$ cat src/rtl/id_ex_stage_reg.sv
// ID/EX pipeline register with load-use hazard detection, backpressure hold,
// branch-flush squash and a saturating load-use bubble counter.
module id_ex_stage_reg #(
  parameter int XLEN   = 32,
  parameter int CTRL_W = 12,
  parameter int CNT_W  = 16
) (
  input  logic              clk,
  input  logic              rst,
  input  logic              id_valid,
  output logic              id_ready,
  input  logic [XLEN-1:0]   id_pc,
  input  logic [4:0]        id_rs1_addr,
  input  logic [4:0]        id_rs2_addr,
  input  logic [4:0]        id_rd_addr,
  input  logic              id_uses_rs1,
  input  logic              id_uses_rs2,
  input  logic [XLEN-1:0]   id_rs1_data,
  input  logic [XLEN-1:0]   id_rs2_data,
  input  logic [XLEN-1:0]   id_imm,
  input  logic [CTRL_W-1:0] id_ctrl,
  input  logic              id_reg_write,
  input  logic              id_mem_read,
  input  logic              ex_ready,
  input  logic              flush,
  output logic              id_ex_valid,
  output logic [XLEN-1:0]   id_ex_pc,
  output logic [4:0]        id_ex_rs1_addr,
  output logic [4:0]        id_ex_rs2_addr,
  output logic [4:0]        id_ex_rd_addr,
  output logic [XLEN-1:0]   id_ex_rs1_data,
  output logic [XLEN-1:0]   id_ex_rs2_data,
  output logic [XLEN-1:0]   id_ex_imm,
  output logic [CTRL_W-1:0] id_ex_ctrl,
  output logic              id_ex_reg_write,
  output logic              id_ex_mem_read,
  output logic              load_use_stall,
  output logic [CNT_W-1:0]  stall_count
);

  localparam logic [CNT_W-1:0] CNT_ONE = 1;
  localparam logic [CNT_W-1:0] CNT_MAX = '1;

  logic              valid_q, valid_d;
  logic [XLEN-1:0]   pc_q, pc_d;
  logic [4:0]        rs1_addr_q, rs1_addr_d;
  logic [4:0]        rs2_addr_q, rs2_addr_d;
  logic [4:0]        rd_addr_q, rd_addr_d;
  logic [XLEN-1:0]   rs1_data_q, rs1_data_d;
  logic [XLEN-1:0]   rs2_data_q, rs2_data_d;
  logic [XLEN-1:0]   imm_q, imm_d;
  logic [CTRL_W-1:0] ctrl_q, ctrl_d;
  logic              reg_write_q, reg_write_d;
  logic              mem_read_q, mem_read_d;
  logic [CNT_W-1:0]  cnt_q, cnt_d;

  logic rs1_hit, rs2_hit, hazard;

  // x0 destinations and unused sources can never create a dependency
  always_comb begin
    rs1_hit = id_uses_rs1 && (id_rs1_addr == rd_addr_q);
    rs2_hit = id_uses_rs2 && (id_rs2_addr == rd_addr_q);
    hazard  = valid_q && mem_read_q && (rd_addr_q != 5'd0) && id_valid && (rs1_hit || rs2_hit);
  end

  assign load_use_stall = hazard;
  assign id_ready       = flush || (ex_ready && !hazard);

  always_comb begin
    valid_d     = valid_q;
    pc_d        = pc_q;
    rs1_addr_d  = rs1_addr_q;
    rs2_addr_d  = rs2_addr_q;
    rd_addr_d   = rd_addr_q;
    rs1_data_d  = rs1_data_q;
    rs2_data_d  = rs2_data_q;
    imm_d       = imm_q;
    ctrl_d      = ctrl_q;
    reg_write_d = reg_write_q;
    mem_read_d  = mem_read_q;
    if (flush || (ex_ready && (hazard || !id_valid))) begin
      valid_d     = 1'b0;
      reg_write_d = 1'b0;
      mem_read_d  = 1'b0;
    end else if (ex_ready) begin
      valid_d     = 1'b1;
      pc_d        = id_pc;
      rs1_addr_d  = id_rs1_addr;
      rs2_addr_d  = id_rs2_addr;
      rd_addr_d   = id_rd_addr;
      rs1_data_d  = id_rs1_data;
      rs2_data_d  = id_rs2_data;
      imm_d       = id_imm;
      ctrl_d      = id_ctrl;
      reg_write_d = id_reg_write;
      mem_read_d  = id_mem_read;
    end
  end

  always_comb begin
    cnt_d = cnt_q;
    if (hazard && ex_ready && !flush && (cnt_q != CNT_MAX)) cnt_d = cnt_q + CNT_ONE;
  end

  always_ff @(posedge clk) begin
    if (rst) begin
      valid_q     <= 1'b0;
      pc_q        <= '0;
      rs1_addr_q  <= '0;
      rs2_addr_q  <= '0;
      rd_addr_q   <= '0;
      rs1_data_q  <= '0;
      rs2_data_q  <= '0;
      imm_q       <= '0;
      ctrl_q      <= '0;
      reg_write_q <= 1'b0;
      mem_read_q  <= 1'b0;
      cnt_q       <= '0;
    end else begin
      valid_q     <= valid_d;
      pc_q        <= pc_d;
      rs1_addr_q  <= rs1_addr_d;
      rs2_addr_q  <= rs2_addr_d;
      rd_addr_q   <= rd_addr_d;
      rs1_data_q  <= rs1_data_d;
      rs2_data_q  <= rs2_data_d;
      imm_q       <= imm_d;
      ctrl_q      <= ctrl_d;
      reg_write_q <= reg_write_d;
      mem_read_q  <= mem_read_d;
      cnt_q       <= cnt_d;
    end
  end

  assign id_ex_valid     = valid_q;
  assign id_ex_pc        = pc_q;
  assign id_ex_rs1_addr  = rs1_addr_q;
  assign id_ex_rs2_addr  = rs2_addr_q;
  assign id_ex_rd_addr   = rd_addr_q;
  assign id_ex_rs1_data  = rs1_data_q;
  assign id_ex_rs2_data  = rs2_data_q;
  assign id_ex_imm       = imm_q;
  assign id_ex_ctrl      = ctrl_q;
  assign id_ex_reg_write = reg_write_q;
  assign id_ex_mem_read  = mem_read_q;
  assign stall_count     = cnt_q;

endmodule

$ cat config.mk
export PLATFORM = sky130hd
export DESIGN_NAME = id_ex_stage_reg
export DESIGN_NICKNAME = d
export VERILOG_FILES = /design/src/rtl/id_ex_stage_reg.sv
export SDC_FILE = /design/constraint.sdc
export NUM_CORES = 1
export LEC_CHECK = 0
export ABC_AREA = 0
export CORE_AREA = 2 2 130 132
export DETAILED_ROUTE_END_ITERATION = 8
export DIE_AREA = 0 0 132 134
export DONT_BUFFER_PORTS = 1
export GPL_TIMING_DRIVEN = 0
export SLEW_MARGIN = 10
export SYNTH_ARGS = -nofsm -noshare
export SYNTH_HDL_FRONTEND = slang
export SYNTH_SLANG_ARGS = --single-unit
$ cat constraint.sdc
create_clock -name clk -period 4.7 [get_ports clk]
set_input_delay 0.47 -clock clk [delete_from_list [all_inputs] [get_ports clk]]
set_output_delay 0.47 -clock clk [all_outputs]
set_load 0.02 [all_outputs]
Yosys cells after proc, flatten, opt, wreduce, memory -nomap -nowiden --
Index checks and enable logic that the tools add are counted.
Word-level totals: word-level logic and storage cells 38, bits of input ports 164, register bits 174, output and inout bits 176
Cells by class: $add $sub $neg 1, bitwise logic cells 1, reduce and logical (&&, ||, !) cells 21, equality and inequality tests 3
Operators with widths (count):
- $add 16x1->16 const B | 1
- $ne 16x16->1 const B | 1
- $logic_and 1x1->1 | 11
- $eq 5x5->1 | 2
- $reduce_bool 5->1 | 1
- $logic_or 1x1->1 | 4
- $logic_not 1->1 | 3
- $reduce_and 2->1 | 1
- $reduce_or 2->1 | 1
- $not 1->1 | 1

Logic depth before layout (Yosys ltp) --
Gate-level depths: netlist of run 1.
depth in word-level cells 9, mapped depth 9, depth with buffers taken out 7

Least setup slack after synthesis of run 1 --
OpenSTA, ideal clock, no wires.
path type reg-to-reg, start register cnt_q[0] (netlist: stall_count[0]), end register cnt_q[1] (netlist: stall_count[1]), cell stages (with the launch flop) 10, library setup time 128 ps, slack 2723 ps, clock period less this slack 1977 ps, arrival time 1850 ps, buffers on the path 2, data required time 4572 ps, cell sequence dfxtp_1 > ha_1 > and3_1 > and3_1 > nand4_1 > nand4_2 > buf_2 > buf_4 > mux2i_1 > nor2_1
On the way: word-level cells in the longest chain between the ends 2, elaborated cells between the ends (all ways) 3, classes of those cells 1 x add/sub; 1 x eq/ne; 1 x reduce/logical
Ends and longest elaborated chain:
- start: declaration | line 55 | logic [CNT_W-1:0] cnt_q, cnt_d;
- start signal: assignment | line 131 | cnt_q <= cnt_d;
- parallel branches: the longest is 2 deep, another holds $add 16x1->16
Parallel ways; which one is timed is not known. A chain may end at the register's enable or synchronous reset.

Worst setup path in the final report of run 1 --
start register rd_addr_q[4] (netlist: id_ex_rd_addr[4]), end output port id_ready
On the way: word-level cells in the longest chain between the ends 7, elaborated cells between the ends (all ways) 12, classes of those cells 2 x eq/ne; 10 x reduce/logical
Ends and longest elaborated chain:
- start: declaration | line 48 | logic [4:0] rd_addr_q, rd_addr_d;
- start signal: assignment | line 124 | rd_addr_q <= rd_addr_d;
- $eq 5x5->1 (tied with other cells) | line 61 | rs1_hit = id_uses_rs1 && (id_rs1_addr == rd_addr_q);
- $logic_and 1x1->1 (on tied branches) | line 61, 62, 63
- $logic_or 1x1->1 / $logic_and 1x1->1 (equally long branches) | line 63 | hazard = valid_q && mem_read_q && (rd_addr_q != 5'd0) && id_valid && (rs1_hit || rs2_hit);
- $logic_and 1x1->1 (*) | line 63
- $logic_not 1->1 (*) | line 67 | assign id_ready = flush || (ex_ready && !hazard);
- $logic_and 1x1->1 (*) | line 67
- $logic_or 1x1->1 (*) | line 67
- end: declaration | line 11 | output logic id_ready,
Every way passes the cells marked *; elsewhere a longest branch is shown, timed or not.

==> results of run 1 <==
cell usage in the layout, fill, tap and decap left out, types with 3 or more instances in the layout:
cell type / synthesis / layout
a21oi_1: 171 / 171
o21ai_0: 13 / 13
nor2b_1: 4 / 4
buf_2: 35 / 35
nand3_1: 7 / 7
nand4_1: 7 / 7
inv_6: 0 / 5
nor3_1: 4 / 4
or3_1: 13 / 13
clkbuf_16: 0 / 17
nor2_1: 3 / 3
xnor2_1: 10 / 10
clkbuf_1: 21 / 21
dfxtp_1: 174 / 174
and3_1: 7 / 7
nand2_1: 317 / 317
critical path, cell delays in order, from the launching register on:
cell	delay, ns
dfxtp_1	0.56
xnor2_1	0.19
nand4_1	0.13
o22ai_2	0.26
nand2_1	0.20
a21o_1	0.33
cell usage after synthesis (all sizes together), types with 4 or more instances:
cell type  instances  area [um^2]
dfxtp            174         3480
xnor2             10         87.6
clkbuf            21         78.8
nor2b              4         25.0
and3               7         43.8
nor3               4         20.0
buf               36          183
a21oi            171          856
o21ai             13         65.1
or3               13         81.3
nand4              8         56.3
nand2            317         1190
nand3              7         35.0
metrics by stage:
stage               instance area [um^2]  setup WS, ns  hold slack, ns  utilization (%)  std cells
finish                              7190          2.14           0.122             44.1       1054
global route                        7190          2.00           0.103             44.1       1054
CTS                                 7190          2.11           0.101             44.1       1054
detailed placement                  6610          2.33           0.548             40.5       1022
global placement                    6610          2.32           0.543             40.5       1022
floorplan                           6330          2.72           0.533                -        802
final timing paths:
check / from / end / depth (start not counted) / slack, ns
max: id_ex_rd_addr[4] / id_ready / 5 / 2.14
min reg2reg: id_ex_imm[1] / id_ex_imm[1] / 2 / 0.56
max reg2reg: stall_count[0] / stall_count[1] / 9 / 2.28
min: flush / id_ex_mem_read / 1 / 0.12
state kept, by name (all words and copies together) (netlist names):
register / count
id_ex_rs2_data: 32
id_ex_mem_read: 1
id_ex_reg_write: 1
id_ex_rs2_addr: 5
id_ex_rs1_data: 32
id_ex_ctrl: 12
id_ex_pc: 32
id_ex_imm: 32
id_ex_rs1_addr: 5
id_ex_rd_addr: 5
stall_count: 16
id_ex_valid: 1
cells by family (layout without fill, tap and decap cells):
logic type / Yosys count / in the layout / share of synthesized area, %
AND/OR/NAND/NOR: 365 / 365 / 23.4
XOR/XNOR: 11 / 11 / 1.52
AO/OA/AOI/OAI: 191 / 191 / 15.5
buffers and inverters: 59 / 91 / 4.25
multiplexers: 1 / 1 / 0.158
adder cells (fa/ha/maj): 1 / 1 / 0.198
flip-flops: 174 / 174 / 55.0
layer usage:
metal,up-vias,routed length (um)
met2,256,9480
met5,-,0
met4,0,534
li1,2673,-
met3,32,2180
met1,2451,6960
layout make-up:
cell class / count / area [um^2]
well taps: 220 / 275
flip-flops and latches: 174 / 3480
fillers: 1741 / 9100
plain buffers: 57 / 262
inverters: 2 / 7.51
clock inverters: 13 / 128
multi-input cells: 569 / 2580
clock buffers: 19 / 453
where the power goes:
group / internal (mW) / switching, mW / leakage (nW)
logic: 0.0463 / 0.0926 / 0.761
clock network: 0.771 / 0.624 / 0.283
registers: 1.52 / 0.0892 / 1.41
==> impl_metrics.env, run 1 <==
export IMPL_die_area_um2=17700
export IMPL_critical_path_class="flop to primary output"
export IMPL_syn_avg_cell_area_um2=7.89
export IMPL_p_total_mw=3.14
export IMPL_cts_sinks=174
export IMPL_gr_usage_met3_pct=10.3
export IMPL_use_met1_pct=22.2
export IMPL_synth_ff_type="dfxtp_1"
export IMPL_finalCritPeriodShare_pct=54.5
export IMPL_start_kind="flop"
export IMPL_drt_iter0_drc=228
export IMPL_drcViolationCount=0
export IMPL_outcome="completed"
export IMPL_irDropWorstVdd_mv=0.245
export IMPL_cts_tree="yes"
export IMPL_seq_area_frac_synth_pct=55.0
export IMPL_worstPathRequired_ns=4.23
export IMPL_netlist_area_um2=6330
export IMPL_worstMarginPinSlew_ns=0.693
export IMPL_insertedDiodeCount=0
export IMPL_arrival_ns=2.09
export IMPL_die_y_um=134
export IMPL_rows=47
export IMPL_wire_per_inst_um=18.2
export IMPL_drv_cap=0
export IMPL_rsz0062_at_grt="false"
export IMPL_routed_via_density=5.13
export IMPL_drv_slew=0
export IMPL_ys_ff_latch=174
export IMPL_crit_fanout=5
export IMPL_min_period_ns=2.56
export IMPL_hold_class="input pin to flop"
export IMPL_top_usage_layer="met2"
export IMPL_syn_num_nets=967
export IMPL_initial_core_util_pct=38.9
export IMPL_cts_resized=0
export IMPL_finalSetupTns_ns=0
export IMPL_clkSlewWorstSetupHoldPaths_ns=0.07
export IMPL_fmax_mhz=390
export IMPL_power_density_nw_per_um2=437
export IMPL_synthCells=802
export IMPL_grt_overflow=0
export IMPL_nets=986
export IMPL_setup_viol=0
export IMPL_ctsRootBufferMaster="clkbuf_16"
export IMPL_grt_util_met2_pct=36.5
export IMPL_die_w_um=132
export IMPL_antenna_found_initial=0
export IMPL_numCtsBuffers=17
export IMPL_postRouteAntennaNets=0
export IMPL_drive_gt1_share_pct=8.39
export IMPL_groute_usage_overall_pct=21.1
export IMPL_fin_skew_ns=0.00998
export IMPL_p_leak_nw=2.46
export IMPL_cts_setup_buffers=0
export IMPL_ys_warn_count=0
export IMPL_h_tree_depth=4
export IMPL_grt_pass1_wl_mm=29.2
export IMPL_io_buffers=0
export IMPL_synthDistinctLibCells=27
export IMPL_core_um2=16300
export IMPL_relSlewSlack_pct=53.8
export IMPL_first_global_vias=5239
export IMPL_routed_wl_mm=19.2
export IMPL_dp_hpwl_mm=14.6
export IMPL_hold_violations=0
export IMPL_drt_pass1_iter_count=4
export IMPL_cts_path_max_buffers=2
export IMPL_async_flop_share_pct=0
export IMPL_area_delta_synth_final_pct=13.5
export IMPL_ioPinCount=340
export IMPL_ctsHoldBuffers=0
export IMPL_synth_edf_count=0
export IMPL_num_vias=5412
export IMPL_gp_congestion=0.802
export IMPL_grt_max_degree=17
export IMPL_insertion_delay_ns=0.42
export IMPL_end_kind="primary output"
Power figures use the tool's default switching activity.
==> run 2, diff against run 1 <==
- clock period: 4.7 -> 2.4 ns (I/O delays scaled with it)
==> run 2 against run 1 <==
Against the previous run:
- worst hold slack got worse by 0.096 ns
- sequential cell count did not move
- power rose by 100%
- design area rose by 22%
- core utilization rose by 9.7 points
- sequential share of layout area fell by 8.6 points
- critical path type unchanged
==> impl_metrics.env, run 2 (same netlist as run 1, synthesis figures left out) <==
export IMPL_nets=1142
export IMPL_initial_core_util_pct=38.9
export IMPL_ctsRootBufferMaster="clkbuf_16"
export IMPL_arrival_ns=2.02
export IMPL_drcViolationCount=0
export IMPL_antenna_found_initial=1
export IMPL_first_global_vias=6304
export IMPL_drt_iter0_drc=287
export IMPL_wire_per_inst_um=17.5
export IMPL_crit_family="flip-flops"
export IMPL_fin_skew_ns=0.0109
export IMPL_h_tree_depth=4
export IMPL_layout_common_cells="nand2_1 (317), a21oi_1 (171), dfxtp_1 (167), dlygate4sd3_1 (156), buf_2 (34)"
export IMPL_routed_via_density=5.11
export IMPL_clkSlewWorstSetupHoldPaths_ns=0.07
export IMPL_cts_tree="yes"
export IMPL_r2r_setup_slack_ns=0.16
export IMPL_groute_usage_overall_pct=23.4
export IMPL_numCtsBuffers=17
export IMPL_hold_violations=0
export IMPL_outcome="completed"
export IMPL_min_period_ns=2.26
export IMPL_irDropWorstVdd_mv=0.485
export IMPL_grt_max_degree=17
export IMPL_crit_fanout=5
export IMPL_hold_class="input pin to flop"
export IMPL_relSlewSlack_pct=52.5
export IMPL_drive_gt1_share_pct=7.88
export IMPL_final_cell_count_no_fill=1211
export IMPL_drv_cap=0
export IMPL_rows=47
export IMPL_ioPinCount=340
export IMPL_crit_path_top_delay_cell="dfxtp_1"
export IMPL_hold_path_depth=2
export IMPL_fmax_mhz=443
export IMPL_routed_wl_mm=21.2
export IMPL_core_um2=16300
export IMPL_dp_hpwl_mm=14.6
export IMPL_drv_slew=0
export IMPL_p_leak_nw=3.11
export IMPL_area_delta_synth_final_pct=38.4
export IMPL_finalCritPeriodShare_pct=94.1
export IMPL_die_area_um2=17700
export IMPL_drt_pass1_iter_count=5
export IMPL_critPathMaxStageDelay_ns=0.58
export IMPL_p_total_mw=6.36
export IMPL_cts_path_max_buffers=2
export IMPL_gp_congestion=0.802
export IMPL_dp_cells=1022
export IMPL_rsz0062_at_grt="false"
export IMPL_die_y_um=134
export IMPL_worstPathRequired_ns=2.16
export IMPL_end_kind="primary output"
export IMPL_cp_buffers_inverters=0
export IMPL_final_common_cell="nand2_1"
export IMPL_die_w_um=132
export IMPL_reg2reg_depth=8
export IMPL_start_kind="flop"
export IMPL_critical_path_class="flop to primary output"
export IMPL_insertion_delay_ns=0.42
export IMPL_grt_pass1_wl_mm=32.9
export IMPL_num_vias=6186
export IMPL_worstMarginPinSlew_ns=0.713
export IMPL_finalSetupTns_ns=0
export IMPL_io_buffers=0
export IMPL_cts_sinks=174
export IMPL_path_cells="xnor2_1 > nand4_1 > o22ai_2 > nand2_1 > a21o_1"
export IMPL_grt_overflow=0
export IMPL_dp_slack_ns=0.0331
export IMPL_fin_ws_ns=0.142
export IMPL_path_depth=5
export IMPL_setup_viol=0
export IMPL_power_density_nw_per_um2=726
export IMPL_postRouteAntennaNets=0
-- run 2: power by group --
group / switching, mW / total (mW) / internal [mW]
combinational: 0.235 / 0.495 / 0.260
clock: 1.21 / 2.72 / 1.51
sequential: 0.177 / 3.15 / 2.97
-- run 2: final timing paths --
| check | startpoint | endpoint |
|---|---|---|
| min reg2reg | id_ex_imm[2] | id_ex_imm[2] |
| max | id_ex_rd_addr[1] | id_ready |
| min | ex_ready | id_ex_valid |
| max reg2reg | stall_count[5] | stall_count[1] |
-- run 2: area by class of cell --
class                           instances  area, um^2
Timing Repair Buffer                  156        1560
Clock buffer                           19         453
Antenna cell                            1        2.50
Fill cell                            1517        7530
Tap cell                              220         275
Clock inverter                         13         128
Sequential cell                       174        3490
Inverter                                2        7.51
Buffer                                 57         264
Multi-Input combinational cell        569        2580
-- run 2: what timing repair did --
item	4_1_cts	5_1_grt
hold buffers	156	0
buffers inserted	0	0
endpoints found under the hold margin	158	0
gates resized for setup	0	9
endpoints found under the setup margin	0	35
-- run 2: metrics by stage --
stage	utilization (%)	hold WS [ns]	instance area [um^2]
final	53.8	0.0260	8760
after global routing	53.8	0.0378	8760
after CTS	53.7	0.00297	8750
after detailed placement	40.5	0.323	6610
after global placement	40.5	0.321	6610
after floorplan	-	0.319	6330
-- run 2: per-layer routing --
layer	share of wire, %	wire, um	vias to the layer above	track usage, %
li1	-	-	2989	-
met1	35	7500	2868	23.8
met2	52	11000	302	42.8
met3	11	2270	27	10.6
met4	1.8	391	0	7.73
met5	0	0	-	0
